$ cat src/rtl/sm83_irq_ctrl_pkg.sv
// Shared SM83 interrupt-controller types, defaults and the vector helper.
package sm83_irq_ctrl_pkg;

  typedef enum logic {
    IRQ_IDLE = 1'b0,
    IRQ_REQ  = 1'b1
  } irq_state_t;

  localparam logic [15:0] IRQ_VEC_BASE_DEFAULT   = 16'h0040;
  localparam int unsigned IRQ_VEC_STRIDE_DEFAULT = 8;
  localparam int unsigned IRQ_MAX                = 8;
  localparam int unsigned IRQ_IDX_W              = 3;

  // 16-bit wrapping vector address for source idx.
  function automatic logic [15:0] irq_vector(input logic [15:0] base,
                                             input int unsigned stride,
                                             input logic [IRQ_IDX_W-1:0] idx);
    return base + 16'(stride * 32'(idx));
  endfunction

endpackage

$ cat src/rtl/sm83_irq_prio_enc.sv
// Lowest-index-first priority encoder: bit 0 has the highest priority.
module sm83_irq_prio_enc
  import sm83_irq_ctrl_pkg::*;
#(
  parameter int unsigned NUM_IRQ = 5
) (
  input  logic [NUM_IRQ-1:0]   req_i,
  output logic                 valid_o,
  output logic [IRQ_IDX_W-1:0] idx_o
);

  always_comb begin
    valid_o = 1'b0;
    idx_o   = '0;
    // Scan high to low so the lowest set index is the last assignment.
    for (int unsigned i = NUM_IRQ; i > 0; i--) begin
      if (req_i[i-1]) begin
        valid_o = 1'b1;
        idx_o   = IRQ_IDX_W'(i - 1);
      end
    end
  end

endmodule

$ cat src/rtl/sm83_irq_ctrl.sv
// SM83 interrupt controller: IE/IF registers, IME with EI delay, req/ack dispatch.
// Define SM83_IRQ_EDGE_EN for rising-edge request capture (default: level).
module sm83_irq_ctrl
  import sm83_irq_ctrl_pkg::*;
#(
  parameter int unsigned NUM_IRQ    = 5,
  parameter logic [15:0] VEC_BASE   = IRQ_VEC_BASE_DEFAULT,
  parameter int unsigned VEC_STRIDE = IRQ_VEC_STRIDE_DEFAULT
) (
  input  logic               clk,
  input  logic               rst_n,
  input  logic [NUM_IRQ-1:0] irq_req_i,
  input  logic               ie_wr_i,
  input  logic               if_wr_i,
  input  logic [7:0]         wdata_i,
  output logic [7:0]         ie_o,
  output logic [7:0]         if_o,
  input  logic               ctl_ei_i,
  input  logic               ctl_di_i,
  input  logic               ctl_reti_i,
  input  logic               instr_done_i,
  output logic               dispatch_req_o,
  input  logic               dispatch_ack_i,
  output logic [15:0]        vector_o,
  output logic               ime_o,
  output logic               wake_o
);

  irq_state_t           state_q, state_d;
  logic [NUM_IRQ-1:0]   ie_q, ie_d;
  logic [NUM_IRQ-1:0]   if_q, if_d;
  logic                 ime_q, ime_d;
  logic                 ei_armed_q, ei_armed_d;
  logic [NUM_IRQ-1:0]   pending, set_mask, clr_mask;
  logic                 pend_valid, ack_take;
  logic [IRQ_IDX_W-1:0] sel;
  logic                 unused_wdata;

  assign unused_wdata = ^wdata_i;
  assign pending      = ie_q & if_q;
  assign ack_take     = (state_q == IRQ_REQ) && dispatch_ack_i;

  sm83_irq_prio_enc #(.NUM_IRQ(NUM_IRQ)) u_prio (
    .req_i   (pending),
    .valid_o (pend_valid),
    .idx_o   (sel)
  );

`ifdef SM83_IRQ_EDGE_EN
  logic [NUM_IRQ-1:0] irq_prev_q;
  always_ff @(posedge clk or negedge rst_n) begin
    if (!rst_n) irq_prev_q <= '0;
    else        irq_prev_q <= irq_req_i;
  end
  assign set_mask = irq_req_i & ~irq_prev_q;
`else
  assign set_mask = irq_req_i;
`endif

  always_comb begin
    clr_mask = '0;
    for (int unsigned i = 0; i < NUM_IRQ; i++) begin
      if (ack_take && pend_valid && (32'(sel) == i)) clr_mask[i] = 1'b1;
    end
    ie_d = ie_wr_i ? wdata_i[NUM_IRQ-1:0] : ie_q;
    if_d = if_wr_i ? wdata_i[NUM_IRQ-1:0] : if_q;
    // New requests are OR-ed last so they beat both writes and dispatch clears.
    if_d = (if_d & ~clr_mask) | set_mask;
  end

  always_comb begin
    ime_d      = ime_q;
    ei_armed_d = ei_armed_q;
    if (instr_done_i && ei_armed_q) begin
      ime_d      = 1'b1;
      ei_armed_d = 1'b0;
    end
    if (ctl_ei_i && !ime_q) ei_armed_d = 1'b1;
    if (ctl_reti_i)         ime_d      = 1'b1;
    if (ctl_di_i) begin
      ime_d      = 1'b0;
      ei_armed_d = 1'b0;
    end
    if (ack_take) ime_d = 1'b0;
  end

  always_comb begin
    state_d = state_q;
    case (state_q)
      IRQ_IDLE: if (instr_done_i && ime_q && pend_valid) state_d = IRQ_REQ;
      IRQ_REQ:  if (dispatch_ack_i) state_d = IRQ_IDLE;
      default:  state_d = IRQ_IDLE;
    endcase
  end

  always_ff @(posedge clk or negedge rst_n) begin
    if (!rst_n) begin
      state_q    <= IRQ_IDLE;
      ie_q       <= '0;
      if_q       <= '0;
      ime_q      <= 1'b0;
      ei_armed_q <= 1'b0;
    end else begin
      state_q    <= state_d;
      ie_q       <= ie_d;
      if_q       <= if_d;
      ime_q      <= ime_d;
      ei_armed_q <= ei_armed_d;
    end
  end

  always_comb begin
    ie_o = '0;
    if_o = '1;
    for (int unsigned i = 0; i < NUM_IRQ; i++) begin
      ie_o[i] = ie_q[i];
      if_o[i] = if_q[i];
    end
  end

  always_comb begin
    if (pend_valid)                vector_o = irq_vector(VEC_BASE, VEC_STRIDE, sel);
    else if (state_q == IRQ_REQ)   vector_o = 16'h0000;
    else                           vector_o = VEC_BASE;
  end

  assign dispatch_req_o = (state_q == IRQ_REQ);
  assign ime_o          = ime_q;
  assign wake_o         = |pending;

endmodule

$ cat config.mk
export PLATFORM = sky130hd
export DESIGN_NAME = sm83_irq_ctrl
export DESIGN_NICKNAME = d
export VERILOG_FILES = /design/src/rtl/sm83_irq_ctrl_pkg.sv /design/src/rtl/sm83_irq_prio_enc.sv /design/src/rtl/sm83_irq_ctrl.sv
export SDC_FILE = /design/constraint.sdc
export NUM_CORES = 1
export LEC_CHECK = 0
export CAP_MARGIN = 20
export CORE_MARGIN = 8
export CORE_UTILIZATION = 38
export CTS_CLUSTER_DIAMETER = 120
export DETAILED_ROUTE_END_ITERATION = 12
export PLACE_DENSITY = 0.84
export SLEW_MARGIN = 25
export SYNTH_ARGS = -nofsm -noshare
export SYNTH_HDL_FRONTEND = slang
export SYNTH_HIERARCHICAL = 1
export SYNTH_SLANG_ARGS = --single-unit
$ cat constraint.sdc
create_clock -name clk -period 3 [get_ports clk]
set_clock_uncertainty 0.2 [all_clocks]
set_input_delay 0.45 -clock clk [delete_from_list [all_inputs] [get_ports clk]]
set_output_delay 0.45 -clock clk [all_outputs]
set_load 0.05 [all_outputs]
==> run metrics, run 1 <==
status=finished clean; required time worst endpoint=2.35 ns; Yosys top cell area share=0.382; cell internal pwr=336 uW; vias in the first global route=759; initial antenna violation count=0; nets=142; Avg WL per Cell=14.6 um; htree depth=1; placed cells=143; RSZ-0062 raised after global routing=false; fin cells=147; pre-CTS setup slack=0.400 ns; IO Port Bufs=35; area grow syn2layout=40.4%; GRT Util Overall=0.106; Fmax achieved=363 MHz; hold depth=1; critical path depth in cells=3; Clk pwr share=0.183; CP Class=reg2out; Ys Warns=6; Tcrit/Tclk final=0.919; register bit total from synthesis=13; Final setup viols=0; worst r2r path cells=5; Primary FF master, synth=dfrtp_1; synth unique cells=22; DR vias/cell=4.62; max-slew violations=0; register area share after synthesis=0.382; largest net degree at the start of global routing=14; cells taking the most area after synthesis=dfrtp_1 38%, buf_4 16%, mux2_1 12%; gp weighted congestion=0.728; Hold WC Path Type=reg2reg; CTS max path bufs=2; Reg clk slew, reported paths=0.08 ns; initial core utilization=0.392; first-pass GRT wire length=3490 um; CP max FO=4; Post-Syn Area=851 um^2; Setup TNS=0 ns; Setup WS post-layout=0.244 ns; Final ANT Viol Nets=0; initial drt markers=18; Final Hold Viols=0; share of layout cells above drive strength 1=0.0840; Core Footprint=2170 um^2; crit path time final=2.76 ns; clk_lat worst skew=0.27 ns; Crit-path slowest cell=clkdlybuf4s50_1; CTS root buffer=clkbuf_4; die height=63.3 um; post-synthesis cell count=81; drt drc=0; Mapped Avg Cell Area=10.5 um^2; fill count=203; Worst Tran Pin Value=0.594 ns; P_sw=246 uW; Synth async-reset ratio=1.00; # rows=17; # diodes=0; top cells by count, synth=18 x buf_4, 13 x dfrtp_1, 9 x mux2_1; Ports=57; routed wire length=2140 um; crit-path cells=and2_1 > or4_4 > clkdlybuf4s50_1; die area=4010 um^2; static leakage=0.000508 uW; critical path's top delay family=simple AND/OR/NAND/NOR gates; Inserted Clock Buffers=3; area occupied by registers=325 um^2; Max Cap Viol=0; Seq pwr share=0.351; switch share=0.423; multi-input logic area=447 um^2; clock sink count=13; Pwr Density=487 nW/um^2; top-count cell post-synth=buf_4; cell accounting for the most synthesized area=dfrtp_1; CP arrival=2.11 ns; logic gate share of total power=0.466; Die X=63.3 um; CTS tree=built; relative slew slack=0.603; GRT overflow=0; CP bufs+invs=1; postcts setup bufs=0; CP startpoint kind=flop; crit path capture type=primary output; vias post-DR=679; worst vdd ir=0.383 mV; Post-DP HPWL=1770 um; Crit path largest cell delay=0.72 ns; number of flops mapped to enable cells by yosys=0; drt pass-1 iters=4
## final cells by class
class,count,area share
Multi-Input combinational cell,65,0.374
Tap cell,28,0.0293
Sequential cell,13,0.272
Inverter,1,0.00314
Timing Repair Buffer,36,0.299
Clock buffer,4,0.0220
## worst paths after layout
| kind | start | end | slack, ns |
|---|---|---|---|
| worst max-delay path | ie_q[1] | wake_o | 0.24 |
| worst min-delay path | ie_q[1] | ie_q[1] | 0.32 |
| worst max register to register | ie_q[0] | if_q[4] | 1.13 |
| worst min register to register | ie_q[1] | ie_q[1] | 0.32 |
| max in group asynchronous | rst_n | if_q[3] | 1.86 |
| min in group asynchronous | rst_n | if_q[2] | 0.35 |
## cell usage in the layout, fill, tap and decap left out
| cell type | instances |
|---|---|
| a211oi_1 | 2 |
| a21oi_1 | 2 |
| a22o_1 | 1 |
| a2bb2oi_1 | 5 |
| and2_1 | 8 |
| and2_4 | 1 |
| and4_1 | 1 |
| and4b_1 | 1 |
| buf_4 | 3 |
| clkbuf_1 | 1 |
| clkbuf_4 | 3 |
| clkdlybuf4s50_1 | 31 |
| conb_1 | 18 |
| dfrtp_1 | 13 |
| dlymetal6s2s_1 | 2 |
| inv_1 | 1 |
| mux2_1 | 9 |
| mux2_2 | 1 |
| mux2i_1 | 1 |
| nand2b_1 | 5 |
| nand3_1 | 1 |
| nor2_1 | 1 |
| nor3_1 | 3 |
| nor3b_1 | 3 |
| nor4_2 | 1 |
| or4_4 | 1 |
## layer usage
metal  vias to the layer above  GRT usage  share of wire
li1                        328          -              -
met1                       315      0.107           0.39
met2                        36      0.178           0.48
met3                         0     0.0689           0.13
met4                         0     0.0251              0
met5                         -          0              0
## logic make-up (layout without fill, tap and decap cells)
kind of cell           Yosys count  in the layout  synth area share
buffers and inverters           19             41             0.163
muxes                           11             11             0.144
other                            2             18           0.00883
AOI/OAI and AO/OA               10             10            0.0912
and+or+nand+nor                 26             26             0.210
DFF                             13             13             0.382
## what timing repair did
item | in CTS | in global routing
setup endpoints to repair | 0 | 2
resized for setup | 0 | 2
hold buffers | 0 | 0
## per-stage QoR
step | area [um^2] | util | total power, uW | hold WS, ns
finish | 1190 | 0.551 | 582 | 0.320
floorplan | 911 | - | 407 | -0.0456
global route | 1190 | 0.551 | 612 | 0.346
detailed placement | 1160 | 0.536 | 479 | 0.314
global placement | 1160 | 0.536 | 476 | 0.292
CTS | 1190 | 0.548 | 589 | 0.332
## worst reg2reg max path: stages, from the launching register on
cell	delay, ns
dfrtp_1	0.41
and2_1	0.20
nor4_2	0.31
and2_1	0.31
nor3b_1	0.24
a2bb2oi_1	0.09
## state kept, by name, indices dropped and copies added, names as in the netlist
signal	flops
ie_q	5
dispatch_req_o	1
ei_armed_q	1
if_q	5
ime_o	1
## power by group through the flow
stage,Clock (uW),Combinational [uW],Sequential (uW)
after floorplan,0,149,258
after global placement,0,269,207
after detailed placement,0,271,207
after CTS,111,273,204
after global routing,120,285,207
final,107,271,204
(Power assumes the default switching activity.)
==> run 2, diff against run 1 <==
- CORE_UTILIZATION: 38 -> 36
- SYNTH_HIERARCHICAL: 1 -> unset
==> run 2 against run 1 <==
  * Non-clock buffer count decreased by 1
  * Sequential power increased by 12%
  * Cell area decreased by 6.5%
  * Clock-buffer cell count unchanged
  * Sequential share of layout area increased by 1.9 points
  * First-iteration DRC count decreased by 39%
  * Power increased by 12%
  * Highest routed layer is now met4
  * Utilization decreased by 2.5 points
  * Largest cell class unchanged
==> run metrics, run 2 <==
post-synthesis cell count=79 (was 81); relative slew slack=0.603 (about the same); cell internal pwr=351 uW (was 336 uW); final core utilization=0.525 (was 0.551); Synth async-reset ratio=1.00 (unchanged); htree depth=1 (unchanged); Pwr Density=583 nW/um^2 (was 487 nW/um^2); Setup WS post-layout=0.343 ns (was 0.244 ns); biggest regs=ie_q (5), if_q (5) (unchanged); Max Cap Viol=0 (unchanged); fill count=196 (was 203); top-count cell post-synth=buf_4 (unchanged); CP max FO=4 (unchanged); CTS max path bufs=2 (unchanged); static leakage=0.000473 uW (was 0.000508 uW); P_sw=300 uW (was 246 uW); area grow syn2layout=42.2% (was 40.4%); CP startpoint kind=flop (unchanged); logic gate share of total power=0.482 (was 0.466); drt pass-1 iters=4 (unchanged); Reg clk slew, reported paths=0.08 ns (about the same); r2r startpoint=if_q[1] (was ie_q[0]); GRT Util Overall=0.115 (was 0.106); vias in the first global route=782 (was 759); GRT overflow=0 (unchanged); Die X=62.7 um (was 63.3 um); cells taking the most area after synthesis=dfrtp_1 41%, buf_4 17%, mux2_2 7.2% (was dfrtp_1 38%, buf_4 16%, mux2_1 12%); initial antenna violation count=0 (unchanged); hold_buf cts=0 (unchanged); worst vdd ir=0.300 mV (was 0.383 mV); Inserted Clock Buffers=3 (unchanged); Yosys top cell area share=0.414 (was 0.382); synth unique cells=27 (was 22); postcts setup bufs=0 (unchanged); number of flops mapped to enable cells by yosys=0 (unchanged); routed wire length=2130 um (was 2140 um); top cells by count, synth=18 x buf_4, 13 x dfrtp_1, 5 x mux2_2, 5 x nand2_1, 4 x nor2_1 (was 18 x buf_4, 13 x dfrtp_1, 9 x mux2_1); initial core utilization=0.369 (was 0.392); required time worst endpoint=2.35 ns (about the same); most common cell after layout, fill and taps aside=clkdlybuf4s50_1 (unchanged); Mapped Avg Cell Area=9.95 um^2 (was 10.5 um^2); # diodes=0 (unchanged); gp weighted congestion=0.732 (was 0.728); initial drt markers=11 (was 18); Setup TNS=0 ns (unchanged); vias post-DR=678 (was 679); hold wc startpoint=ei_armed_q (was ie_q[1]); commonest cells after routing, fill and taps aside=35 x clkdlybuf4s50_1, 18 x conb_1, 13 x dfrtp_1 (was 31 x clkdlybuf4s50_1, 18 x conb_1, 13 x dfrtp_1); pre-CTS setup slack=0.650 ns (was 0.400 ns); cell accounting for the most synthesized area=dfrtp_1 (unchanged); status=finished clean (unchanged); Crit. Startpoint=if_q[2] (was ie_q[1]); Clk pwr share=0.168 (was 0.183); share of layout cells above drive strength 1=0.0870 (was 0.0840); Final Hold Viols=0 (unchanged); crit path capture type=primary output (unchanged); Primary FF master, synth=dfrtp_1 (unchanged); first-pass GRT wire length=3690 um (was 3490 um); die height=62.7 um (was 63.3 um); IO Port Bufs=35 (unchanged); CP arrival=2.01 ns (was 2.11 ns); register bit total from synthesis=13 (unchanged); crit path time final=2.66 ns (was 2.76 ns); nets=138 (was 142); Avg WL per Cell=14.9 um (was 14.6 um); die area=3930 um^2 (was 4010 um^2); Seq pwr share=0.351 (about the same); CTS tree=built (unchanged); Tcrit/Tclk final=0.886 (was 0.919); Core Footprint=2130 um^2 (was 2170 um^2); max-slew violations=0 (unchanged); Ys Warns=0 (was 6); Fmax achieved=376 MHz (was 363 MHz); clock sink count=13 (unchanged); largest net degree at the start of global routing=14 (unchanged); Worst Tran Pin Value=0.594 ns (about the same); clk_lat worst skew=0.27 ns (about the same); Final ANT Viol Nets=0 (unchanged); CTS resizes=0 (unchanged); DR vias/cell=4.74 (was 4.62); Post-DP HPWL=1750 um (was 1770 um); Hold WC Path Type=reg2reg (unchanged); CTS root buffer=clkbuf_4 (unchanged); Cell Area, Placed=1090 um^2 (was 1160 um^2); register area share after synthesis=0.414 (was 0.382); Ports=57 (unchanged); Final setup viols=0 (unchanged); CP Class=reg2out (unchanged); drt drc=0 (unchanged); Post-Syn Area=786 um^2 (was 851 um^2); # rows=17 (unchanged); switch share=0.461 (was 0.423); Final Cell Area=1120 um^2 (was 1190 um^2); RSZ-0062 raised after global routing=false (unchanged)
==> run 2: changes by cell type after synthesis, sizes merged, moves of 2 or more <==
| cell | before | now |
|---|---|---|
| o21bai | 0 | 3 |
| nor2b | 0 | 3 |
| a2bb2oi | 5 | 0 |
| nor3 | 3 | 1 |
| nor3b | 3 | 1 |
| a22oi | 0 | 2 |
| nand2b | 5 | 2 |
| nor2 | 1 | 4 |
| nand2 | 0 | 6 |
| and2 | 9 | 0 |
| mux2 | 10 | 5 |
==> run 2: worst max-delay path: stages, from the launching register on <==
cell and delay [ns]:
dfrtp_1 0.43, nand2_1 0.10, nand3_1 0.10, a21boi_0 0.24, clkdlybuf4s50_1 0.87
==> run 2: path summary, 6_finish.rpt <==
| path | slack (ns) | cells past startpoint | endpoint |
|---|---|---|---|
| hold reg to reg | 0.34 | 2 | ei_armed_q |
| setup / recovery | 0.34 | 4 | vector_o[3] |
| hold / removal | 0.34 | 2 | ei_armed_q |
| max in group asynchronous | 1.87 | 1 | ie_q[1] |
| setup reg to reg | 1.57 | 2 | if_q[3] |
| min in group asynchronous | 0.35 | 1 | if_q[2] |
==> run 2: layout make-up <==
cell class / instances / area [um^2] / share of cell area
multi-input cells: 63 / 380 / 0.340
repair buffers: 35 / 350 / 0.314
flip-flops and latches: 13 / 325 / 0.291
well taps: 28 / 35.0 / 0.0314
clock buffers: 4 / 26.3 / 0.0235
==> run 2: kinds of logic after synthesis <==
logic type / count (synthesis) / share of synthesized area
simple gates: 20 / 0.127
buf+inv: 19 / 0.178
compound gates: 18 / 0.174
flops: 13 / 0.414
mux: 7 / 0.0971
other cells: 2 / 0.00956
==> run 2: layer usage <==
layer	part of all wire	GRT usage
met1	0.38	0.118
met4	0.016	0.0513
met5	0	0
met3	0.16	0.0806
met2	0.44	0.177
==> run 2: per-stage QoR <==
step	instances	power, uW	hold slack [ns]
2_1_floorplan	95	457	-0.0456
3_3_place_gp	139	541	0.319
3_5_place_dp	139	547	0.338
4_1_cts	143	655	0.352
5_1_grt	143	690	0.377
6_report	143	651	0.343
==> run 2: power groups by stage <==
stage | Sequential, uW | Clock [uW] | Combinational [uW]
after detailed placement | 232 | 0 | 315
after floorplan | 302 | 0 | 154
after CTS | 229 | 111 | 316
after global routing | 234 | 123 | 333
after global placement | 231 | 0 | 310
final | 228 | 109 | 314
==> run 3, diff against run 2 <==
- GPL_ROUTABILITY_DRIVEN: unset -> 0
==> results of run 3 <==
The final DEF is identical to that of run 2; final timing and power are the same.
